## src/rtl/seq_mult.sv

```systemverilog
// seq_mult: unsigned shift-and-add multiplier, one multiplier bit per clock.
// Takes N RUN cycles per operation, then a one-cycle DONE strobe that
// coincides with the freshly written product register.
module seq_mult #(
  parameter int N = 8
) (
  input  logic           clk,
  input  logic           rst_n,
  input  logic           start,
  input  logic [N-1:0]   a,
  input  logic [N-1:0]   b,
  output logic           busy,
  output logic           done,
  output logic [2*N-1:0] product
);

  localparam int CW = (N > 1) ? $clog2(N) : 1;

  typedef enum logic [1:0] {
    IDLE = 2'd0,
    RUN  = 2'd1,
    DONE = 2'd2
  } state_t;

  state_t           state;
  state_t           state_next;
  logic [2*N-1:0]   mcand;     // multiplicand, shifted left once per RUN cycle
  logic [N-1:0]     mplier;    // multiplier, shifted right once per RUN cycle
  logic [2*N-1:0]   acc;       // running partial sum
  logic [CW-1:0]    cnt;       // index of the multiplier bit being processed
  logic [2*N-1:0]   acc_sum;   // accumulator including the current bit
  logic             last_bit;  // this RUN cycle handles bit N-1

  // Partial-sum adder and end-of-operation detect.
  always_comb begin
    acc_sum  = acc + (mplier[0] ? mcand : '0);
    last_bit = (cnt == CW'(N - 1));
  end

  // State register; reset is synchronous and wins over everything.
  always_ff @(posedge clk) begin
    // NOTE: sequential state uses non-blocking assignments so every register
    // sees the pre-edge values of its neighbours, regardless of block order.
    if (!rst_n) state <= IDLE;
    else        state <= state_next;
  end

  // Next-state logic and state-decoded outputs.
  always_comb begin
    // NOTE: defaults first so no path leaves an output unassigned, which would
    // otherwise infer a latch.
    state_next = state;
    busy       = 1'b0;
    done       = 1'b0;
    case (state)
      IDLE: if (start) state_next = RUN;
      RUN: begin
        busy = 1'b1;
        if (last_bit) state_next = DONE;
      end
      DONE: begin
        done       = 1'b1;
        state_next = IDLE;
      end
      default: state_next = IDLE;
    endcase
  end

  // Datapath: operand capture, shift-and-add, and result write-back.
  always_ff @(posedge clk) begin
    if (!rst_n) begin
      mcand   <= '0;
      mplier  <= '0;
      acc     <= '0;
      cnt     <= '0;
      product <= '0;
    end else begin
      case (state)
        IDLE: begin
          if (start) begin
            mcand  <= {{N{1'b0}}, a};
            mplier <= b;
            acc    <= '0;
            cnt    <= '0;
          end
        end
        RUN: begin
          acc    <= acc_sum;
          mcand  <= mcand << 1;
          mplier <= mplier >> 1;
          cnt    <= cnt + CW'(1);
          // product only ever sees the finished sum, never intermediates.
          if (last_bit) product <= acc_sum;
        end
        default: ;
      endcase
    end
  end

endmodule
```

## config.mk

```make
export PLATFORM = sky130hd
export DESIGN_NAME = seq_mult
export DESIGN_NICKNAME = d
export VERILOG_FILES = /design/src/rtl/seq_mult.sv
export SDC_FILE = /design/constraint.sdc
export NUM_CORES = 1
export LEC_CHECK = 0
export CORE_UTILIZATION = 30
export DETAILED_ROUTE_END_ITERATION = 7
export PLACE_DENSITY = 0.58
export SYNTH_ARGS = -nofsm -noshare
export SYNTH_HDL_FRONTEND = slang
export SYNTH_SLANG_ARGS = --single-unit
```

## constraint.sdc

```tcl
create_clock -name clk -period 2.3 [get_ports clk]
set_clock_uncertainty 0.15 [all_clocks]
set_input_delay 0.69 -clock clk [delete_from_list [all_inputs] [get_ports clk]]
set_output_delay 0.69 -clock clk [all_outputs]
set_load 0.01 [all_outputs]
```

# Yosys cells after proc, flatten, opt, wreduce, memory -nomap -nowiden
# Cells that the tools add are included.
# totals
regBits	61
wordCells	32
in_bits	19
output_inout_bits	18
# op_classes
add_sub_neg	2
eq_ne	5
mux	14
reduce_logical	5
# op_table
op	count
$pmux W16 S2	2
$mux W16	3
$add A16 B16 Y16	1
$pmux W8 S2	1
$mux W8	1
$pmux W3 S2	1
$reduce_and A2 Y1	3
$mux W2	2
$ne A2 B2 Y1 const B	2
$pmux W2 S2	1
$add A3 B1 Y3 const B	1
$eq A3 B3 Y1 const B	1
$mux W3	1
$eq A2 B1 Y1 const B	1
$eq A2 B2 Y1 const B	1
$logic_not A2 Y1	1
$mux W1	2
$reduce_bool A2 Y1	1

# Logic depth before layout (Yosys ltp)
# Gate-level depths: netlist of run 1.
# depth
ltp_word	3
depth_mapped	10
ltp_nobuf	9

# Worst setup path after synthesis of run 1
# Ideal clock, no wire load.
# synth_timing
path_kind	reg-to-reg
startpoint	register mplier[0]
endpoint	register product[14]
arrival_ns	2.200
path_stages_with_launch	10
required_time_ns	2.030
path_buffers	1
path_slack_ns	-0.170
cell_sequence	dfxtp_1 -> clkbuf_1 -> and2_1 -> ha_1 -> fa_1 -> a21oi_1 -> o211ai_1 -> a31oi_2 -> o41ai_1 -> o31a_1
# synth_via
elab_chain_len	2
# synth_rtl
item	line	text
start, declared	28	logic [N-1:0] mplier;
start signal, assigned	90	mplier <= mplier >> 1;
$mux W16	36	acc_sum = acc + (mplier[0] ? mcand : '0);
$add A16 B16 Y16	36	
end signal, assigned	93	if (last_bit) product <= acc_sum;
end, declared	14	output logic [2*N-1:0] product
# Every way passes these cells.
# A chain may end at the register's enable or synchronous reset.

# Worst setup path after layout of run 1
# Same ends and word-level chain as after synthesis.

==> results.md, run 1 <==
* Design area at 0.00437 mm^2
* Initial Utilization at 31.5%
* Slew of the pin with the lowest slew margin at 0.456 ns
* Synth Register Bits at 61
* Synthesis-to-finish area growth at 39.3%
* Core Box Area at 0.00995 mm^2
* DP Wirelength at 5740 um
* Fmax achieved at 0.432 GHz
* Critical-path top delay cell: fa_2
* Mapped Nets at 416
* Largest net degree at the start of global routing at 42
* Asr flop ratio synth at 0%
* Relative slew slack at 69.6%
* Synth top area share at 38.9%
* Commonest non-fill, non-tap cell in the layout: dfxtp_1
* Vias in the first global route at 2,741
* Failing checks: setup timing
* Max clock buf depth at 2
* CTS tree: built
* Die area at 0.0109 mm^2
* Filler Cell Count at 958
* Clock root buffer: clkbuf_8
* DRT Wirelength at 8210 um
* P per Cell Area at 543 mW/mm^2
* Max cap viols at 0
* Max Slew Vio Count at 0
* Via count at 2,875
* Post-synthesis sequential area ratio at 38.9%
* Routability congestion estimate at 0.844
* Placed inst area at 0.00384 mm^2
* WL per Instance at 14.1 um
* Final period util at 101%
* Run status: finished with violations
* Hold crit path type: register to register
* Crit-path max cell delay at 0.38 ns
* N_diodes at 0
* First-pass GRT wire length at 13,500 um
* Synthesized instance count at 379
* IO Pins at 37
* Critical path's top delay family: compound AO/OA/AOI/OAI gates
* Mean cell area of the mapped netlist at 8.28 um^2
* Syn. warnings at 0
* Cell taking the most area after synthesis: dfxtp_1
* Worst EP required at 2.39 ns
* Drt first-iter violations at 92
* Crit path buf inv count at 2
* Share of cells above drive strength 1 at 22.7%
* Final nets at 481
* PnR worst setup slack at -0.0144 ns
* Hold Vio Cnt, Final at 0
* Unrepaired setup endpoints after global routing: yes
* Peak VDD IR at 0.255 mV
* Final ANT Viol Nets at 0
* Rows at 36
* Commonest non-fill, non-tap cells in the layout: dfxtp_1, nand2_1, nor2_1
* Initial antenna violation count at 0
* CP endpoint kind: register
* Post-Route Setup TNS at -0.0156 ns
* DRC viols at 0
* Num CTS Buffers at 9
* Tmin final at 2.31 ns
* Drt pass-1 iters at 4
* Synth cell types at 51
* Clk Latency, worst-skew pair at 0.35 ns
* H-tree levels at 3
* Mapped Area at 0.00314 mm^2
* Gr usage total at 15.6%
* Post-synth EDFFs at 0
* Static Leak at 1.72 nW
* Dpl cells at 557
* Clk slew on worst S/H paths at 0.07 ns
* Predominant post-synthesis flop cell: dfxtp_1
* Endpoints failing setup at 2
* CP Max Fanout at 7
* R2R Setup Slk at -0.01 ns
* Die Y-Extent at 104 um
* CTS sink count at 61
* Port bufs at 36
* CP arrival at 2.40 ns
* Final global-route overflow total at 0
* CP Launch Type: register
* Synth top area cells: dfxtp_1, nand2_1, ha_1
* WS Path Type: register to register
* CP cell instances: buf_6 -> and2_4 -> fa_2 -> a21oi_2 -> o211ai_1 -> buf_4 -> a31oi_4 -> o41ai_2 -> o31a_1
* Die width at 104 um
* Non-filler cells, final at 582
* Routed vias/inst at 4.94
-- path summary, 6_finish.rpt --
check	from	to	depth (start not counted)
worst min register to register	product[3]$_SDFFE_PN0P_	product[3]$_SDFFE_PN0P_	2
worst max-delay path	mplier[0]$_SDFFE_PN0P_	product[14]$_SDFFE_PN0P_	9
worst min-delay path	product[3]$_SDFFE_PN0P_	product[3]$_SDFFE_PN0P_	2
worst max register to register	mplier[0]$_SDFFE_PN0P_	product[14]$_SDFFE_PN0P_	9
-- report_power, final --
part / switching (mW) / internal, mW
registers: 0.0213 / 1.08
logic: 0.118 / 0.106
clock network: 0.435 / 0.608
-- registers in the layout, summed over array words and instances (netlist names) --
name	count
product	16
mcand	16
acc	16
mplier	8
state	2
cnt	3
-- routing by layer --
metal	share of wire (%)	vias to the layer above	track usage [%]
li1	-	1470	-
met1	50	1341	21.7
met2	46	54	23.8
met3	3.3	10	2.57
met4	1.4	0	6.43
met5	0	-	0
-- per-stage QoR --
| stage | setup slack [ns] | hold WS, ns | total power [mW] | utilization (%) |
|---|---|---|---|---|
| 4_1_cts | -0.0151 | 0.308 | 2.39 | 42.7 |
| 3_3_place_gp | -0.0519 | 0.293 | 1.34 | 38.5 |
| 3_5_place_dp | -0.102 | 0.298 | 1.34 | 38.5 |
| 6_report | -0.0144 | 0.305 | 2.37 | 43.9 |
| 2_1_floorplan | -0.0427 | 0.280 | 1.24 | - |
| 5_1_grt | -0.125 | 0.330 | 2.47 | 43.9 |
-- synth_stat cells, types with 7 or more instances --
master     n
dfxtp_1   61
o21ai_0   15
nand2_1   60
clkbuf_1  12
a21oi_1   22
nor2_1    49
a311oi_1  12
xnor2_1    7
a22oi_1   18
and2_1    17
nand3_1    9
ha_1      17
-- cells by family (layout without fill, tap and decap cells) --
| kind of cell | count (synthesis) | after routing | share of synthesized area, % |
|---|---|---|---|
| AO/OA/AOI/OAI | 102 | 102 | 23.7 |
| XOR/XNOR | 13 | 13 | 3.63 |
| adder cells (fa/ha/maj) | 18 | 18 | 7.42 |
| buffers and inverters | 27 | 97 | 3.51 |
| flip-flops | 61 | 61 | 38.9 |
| multiplexers | 1 | 1 | 0.319 |
| AND/OR/NAND/NOR | 157 | 157 | 22.5 |
-- repair_timing --
item	CTS	global route
resized for setup	31	22
endpoints found under the setup margin	10	19
buffers inserted	5	4
cloned	0	0
pin swaps	12	23
hold buffers	0	0
-- worst min-delay path, delay by kind of cell (launching register included) --
kind | cells | cell delay, ns
flops | 1 | 0.31
simple gates | 1 | 0.05
compound gates | 1 | 0.05
-- layout make-up --
| cell class | count | area (um^2) | share of cell area (%) |
|---|---|---|---|
| multi-input cells | 291 | 2070 | 47.4 |
| flip-flops and latches | 61 | 1220 | 28.0 |
| repair buffers | 75 | 667 | 15.3 |
| well taps | 133 | 166 | 3.81 |
| clock buffers | 10 | 128 | 2.92 |
| clock inverters | 6 | 87.6 | 2.01 |
| inverters | 6 | 22.5 | 0.516 |
Power figures use the tool's default switching activity.
==> inputs of run 2 (changes only) <==
ABC_AREA = 1   (was not set)
SETUP_SLACK_MARGIN = 0.15   (was not set)
==> run 2 against run 1 <==
  * The flow now finishes without violations
  * Sequential cell count stayed put
  * Worst setup slack improved by 0.20 ns
  * Combinational power grew 2%
  * Worst hold slack improved by 0.0070 ns
  * First-iteration DRC count rose by 20%
  * Highest routed layer unchanged
==> results.md, run 2 <==
* Run status: completed (was finished with violations)
* Core Box Area at 0.0108 mm^2 (was 0.00995 mm^2)
* IO Pins at 37 (unchanged)
* Hold_sp: cnt[0]$_SDFFE_PN0P_ (was product[3]$_SDFFE_PN0P_)
* Clk slew on worst S/H paths at 0.07 ns (about the same)
* Synth cell types at 31 (was 51)
* Post-synthesis sequential area ratio at 36.6% (was 38.9%)
* Post-Route Setup TNS at 0 ns (was -0.0156 ns)
* Die width at 107 um (was 104 um)
* DRT Wirelength at 8290 um (was 8210 um)
* Endpoints failing setup at 0 (was 2)
* Synth top cells by count: nand2_1, inv_1, dfxtp_1 (was dfxtp_1, nand2_1, nor2_1)
* Final ANT Viol Nets at 0 (unchanged)
* Syn. warnings at 0 (unchanged)
* Gr usage total at 15.0% (was 15.6%)
* Cell taking the most area after synthesis: dfxtp_1 (unchanged)
* Share of cells above drive strength 1 at 13.9% (was 22.7%)
* Worst hold path stage count at 1 (was 2)
* FF-to-FF End: product[8]$_SDFFE_PN0P_ (was product[14]$_SDFFE_PN0P_)
* Final global-route overflow total at 0 (unchanged)
* Clk Latency, worst-skew pair at 0.35 ns (about the same)
* Routed length on met1 at 4000 um (was 4070 um)
* Commonest non-fill, non-tap cells in the layout: nand2_1, inv_1, dfxtp_1 (was dfxtp_1, nand2_1, nor2_1)
* Mapped Nets at 539 (was 416)
* Initial Utilization at 30.8% (was 31.5%)
* DRC viols at 0 (unchanged)
* Worst EP required at 2.39 ns (about the same)
* Drt pass-1 iters at 4 (unchanged)
* Post-synth EDFFs at 0 (unchanged)
* Largest net degree at the start of global routing at 42 (unchanged)
* Peak VDD IR at 0.202 mV (was 0.255 mV)
* Num CTS Buffers at 9 (unchanged)
* Dpl cells at 668 (was 557)
* Commonest non-fill, non-tap cell in the layout: nand2_1 (was dfxtp_1)
* CP Launch Type: register (unchanged)
* Synthesized instance count at 502 (was 379)
* Unrepaired setup endpoints after global routing: yes (unchanged)
* Fmax achieved at 0.472 GHz (was 0.432 GHz)
* Static Leak at 1.99 nW (was 1.72 nW)
* Detail Route met3 WL at 441 um (was 272 um)
* Cell with the most instances after synthesis: nand2_1 (was dfxtp_1)
* Non-filler cells, final at 686 (was 582)
* Pwr Total at 2.16 mW (was 2.37 mW)
* Initial antenna violation count at 0 (unchanged)
* Max clock buf depth at 2 (unchanged)
* Largest regs: acc: 16 flops, mcand: 16 flops, product: 16 flops (unchanged)
* Mean cell area of the mapped netlist at 6.65 um^2 (was 8.28 um^2)
* WL per Instance at 12.1 um (was 14.1 um)
* Hold_buf cts at 0 (unchanged)
* Die Y-Extent at 107 um (was 104 um)
* Filler Cell Count at 1,135 (was 958)
* Predominant post-synthesis flop cell: dfxtp_1 (unchanged)
* Max Slew Vio Count at 0 (unchanged)
* Final nets at 578 (was 481)
* CTS sink count at 61 (unchanged)
* First-pass GRT wire length at 13,500 um (about the same)
* Routability congestion estimate at 0.820 (was 0.844)
* Clock root buffer: clkbuf_8 (unchanged)
* WL met2 at 3660 um (was 3760 um)
* CP Max Fanout at 15 (was 7)
* Rows at 38 (was 36)
* Design area at 0.00426 mm^2 (was 0.00437 mm^2)
* CP endpoint kind: register (unchanged)
* CP arrival at 2.21 ns (was 2.40 ns)
* H-tree levels at 3 (unchanged)
* Synth top area cells: dfxtp_1, nand2_1, inv_1 (was dfxtp_1, nand2_1, ha_1)
* Vias in the first global route at 2,880 (was 2,741)
* Routed vias/inst at 4.61 (was 4.94)
* Reg-to-Reg Start: mplier[0]$_SDFFE_PN0P_ (unchanged)
* Die area at 0.0115 mm^2 (was 0.0109 mm^2)
* Relative slew slack at 69.1% (was 69.6%)
* WS Path Type: register to register (unchanged)
* Finished Core Util at 39.3% (was 43.9%)
* Reg2reg path depth at 13 (was 9)
* Placed inst area at 0.00388 mm^2 (was 0.00384 mm^2)
* Synth top area share at 36.6% (was 38.9%)
* Drt first-iter violations at 110 (was 92)
* Mapped Area at 0.00334 mm^2 (was 0.00314 mm^2)
* Via count at 3,163 (was 2,875)
* Hold EP: cnt[0]$_SDFFE_PN0P_ (was product[3]$_SDFFE_PN0P_)
* P per Cell Area at 507 mW/mm^2 (was 543 mW/mm^2)
* Top Layer Used: met4 (unchanged)
* Max cap viols at 0 (unchanged)
* Synth Register Bits at 61 (unchanged)
* CTS tree: built (unchanged)
* R2R Setup Slk at 0.18 ns (was -0.01 ns)
* Hold Vio Cnt, Final at 0 (unchanged)
* Synthesis-to-finish area growth at 27.7% (was 39.3%)
* Asr flop ratio synth at 0% (unchanged)
* N_diodes at 0 (unchanged)
* Port bufs at 36 (unchanged)
* Hold crit path type: register to register (unchanged)
* Final period util at 92.1% (was 101%)
* Slew of the pin with the lowest slew margin at 0.464 ns (was 0.456 ns)
* Tmin final at 2.12 ns (was 2.31 ns)
* DP Wirelength at 5620 um (was 5740 um)
-- run 2: cell count changes after synthesis, moves of 8 or more --
cell | before | now
a21oi_1 | 22 | 45
nor2_1 | 49 | 31
inv_1 | 5 | 68
and2_1 | 17 | 0
clkbuf_1 | 12 | 4
nand3_1 | 9 | 21
nand2_1 | 60 | 176
a22oi_1 | 18 | 1
a311oi_1 | 12 | 0
-- run 2: cells by family (layout without fill, tap and decap cells) --
family	Yosys count	after routing	share of synthesized area (%)
fa+ha+maj	18	18	6.97
buf+inv	91	135	11.2
xor+xnor	7	7	1.84
simple gates	248	248	30.1
compound gates	77	77	13.3
flops	61	61	36.6
-- run 2: area by class of cell --
| type | count | area [um^2] | area share (%) |
|---|---|---|---|
| clock inverter | 5 | 27.5 | 0.646 |
| multi-input combinational | 350 | 1950 | 45.8 |
| clock buffer | 11 | 131 | 3.08 |
| tap | 140 | 175 | 4.11 |
| timing repair buffer | 48 | 485 | 11.4 |
| sequential | 61 | 1220 | 28.7 |
| inverter | 71 | 267 | 6.25 |
-- run 2: worst max-delay path by stage --
stage | startpoint | to | slack (ns) | cells after the start
2_1_floorplan | mplier[0]$_SDFFE_PN0P_ | acc[6]$_SDFFE_PN0P_ | 0.15 | 13
3_3_place_gp | mplier[0]$_SDFFE_PN0P_ | product[6]$_SDFFE_PN0P_ | 0.16 | 12
3_5_place_dp | mplier[0]$_SDFFE_PN0P_ | product[6]$_SDFFE_PN0P_ | 0.13 | 12
4_1_cts | mplier[0]$_SDFFE_PN0P_ | acc[8]$_SDFFE_PN0P_ | 0.15 | 13
5_1_grt | mplier[0]$_SDFFE_PN0P_ | product[8]$_SDFFE_PN0P_ | 0.07 | 13
6_report | mplier[0]$_SDFFE_PN0P_ | product[8]$_SDFFE_PN0P_ | 0.18 | 13
-- run 2: per-layer routing --
metal / track usage [%] / vias to the layer above
met5: 0 / -
met3: 2.66 / 18
li1: - / 1652
met1: 20.3 / 1424
met2: 23.3 / 69
met4: 6.85 / 0
-- run 2: critical path, stage by stage, from the launching register on --
cell      delay [ns]
dfxtp_2         0.34
buf_12          0.14
nand2_2         0.06
inv_2           0.04
ha_4            0.15
fa_2            0.38
nand2_2         0.07
nand2_2         0.06
and2_4          0.16
nand2_1         0.07
nand2_2         0.06
xor2_2          0.15
o21bai_1        0.12
inv_1           0.05
-- run 2: power breakdown --
part	switching, mW	internal, mW	leakage [nW]
Combinational	0.129	0.0990	1.41
Sequential	0.0231	1.09	0.496
Clock	0.441	0.384	0.0829
-- run 2: repair_timing --
item                                   4_1_cts  5_1_grt
resized for setup                            4       37
setup endpoints to repair                    4       19
buffers inserted                             0        2
endpoints found under the hold margin        0        0
pin swaps                                    0        4
-- run 2: per-stage QoR --
stage | worst slack [ns] | hold slack (ns)
finish | 0.182 | 0.312
global route | 0.0665 | 0.330
CTS | 0.154 | 0.311
detailed placement | 0.135 | 0.302
global placement | 0.160 | 0.300
floorplan | 0.153 | 0.279
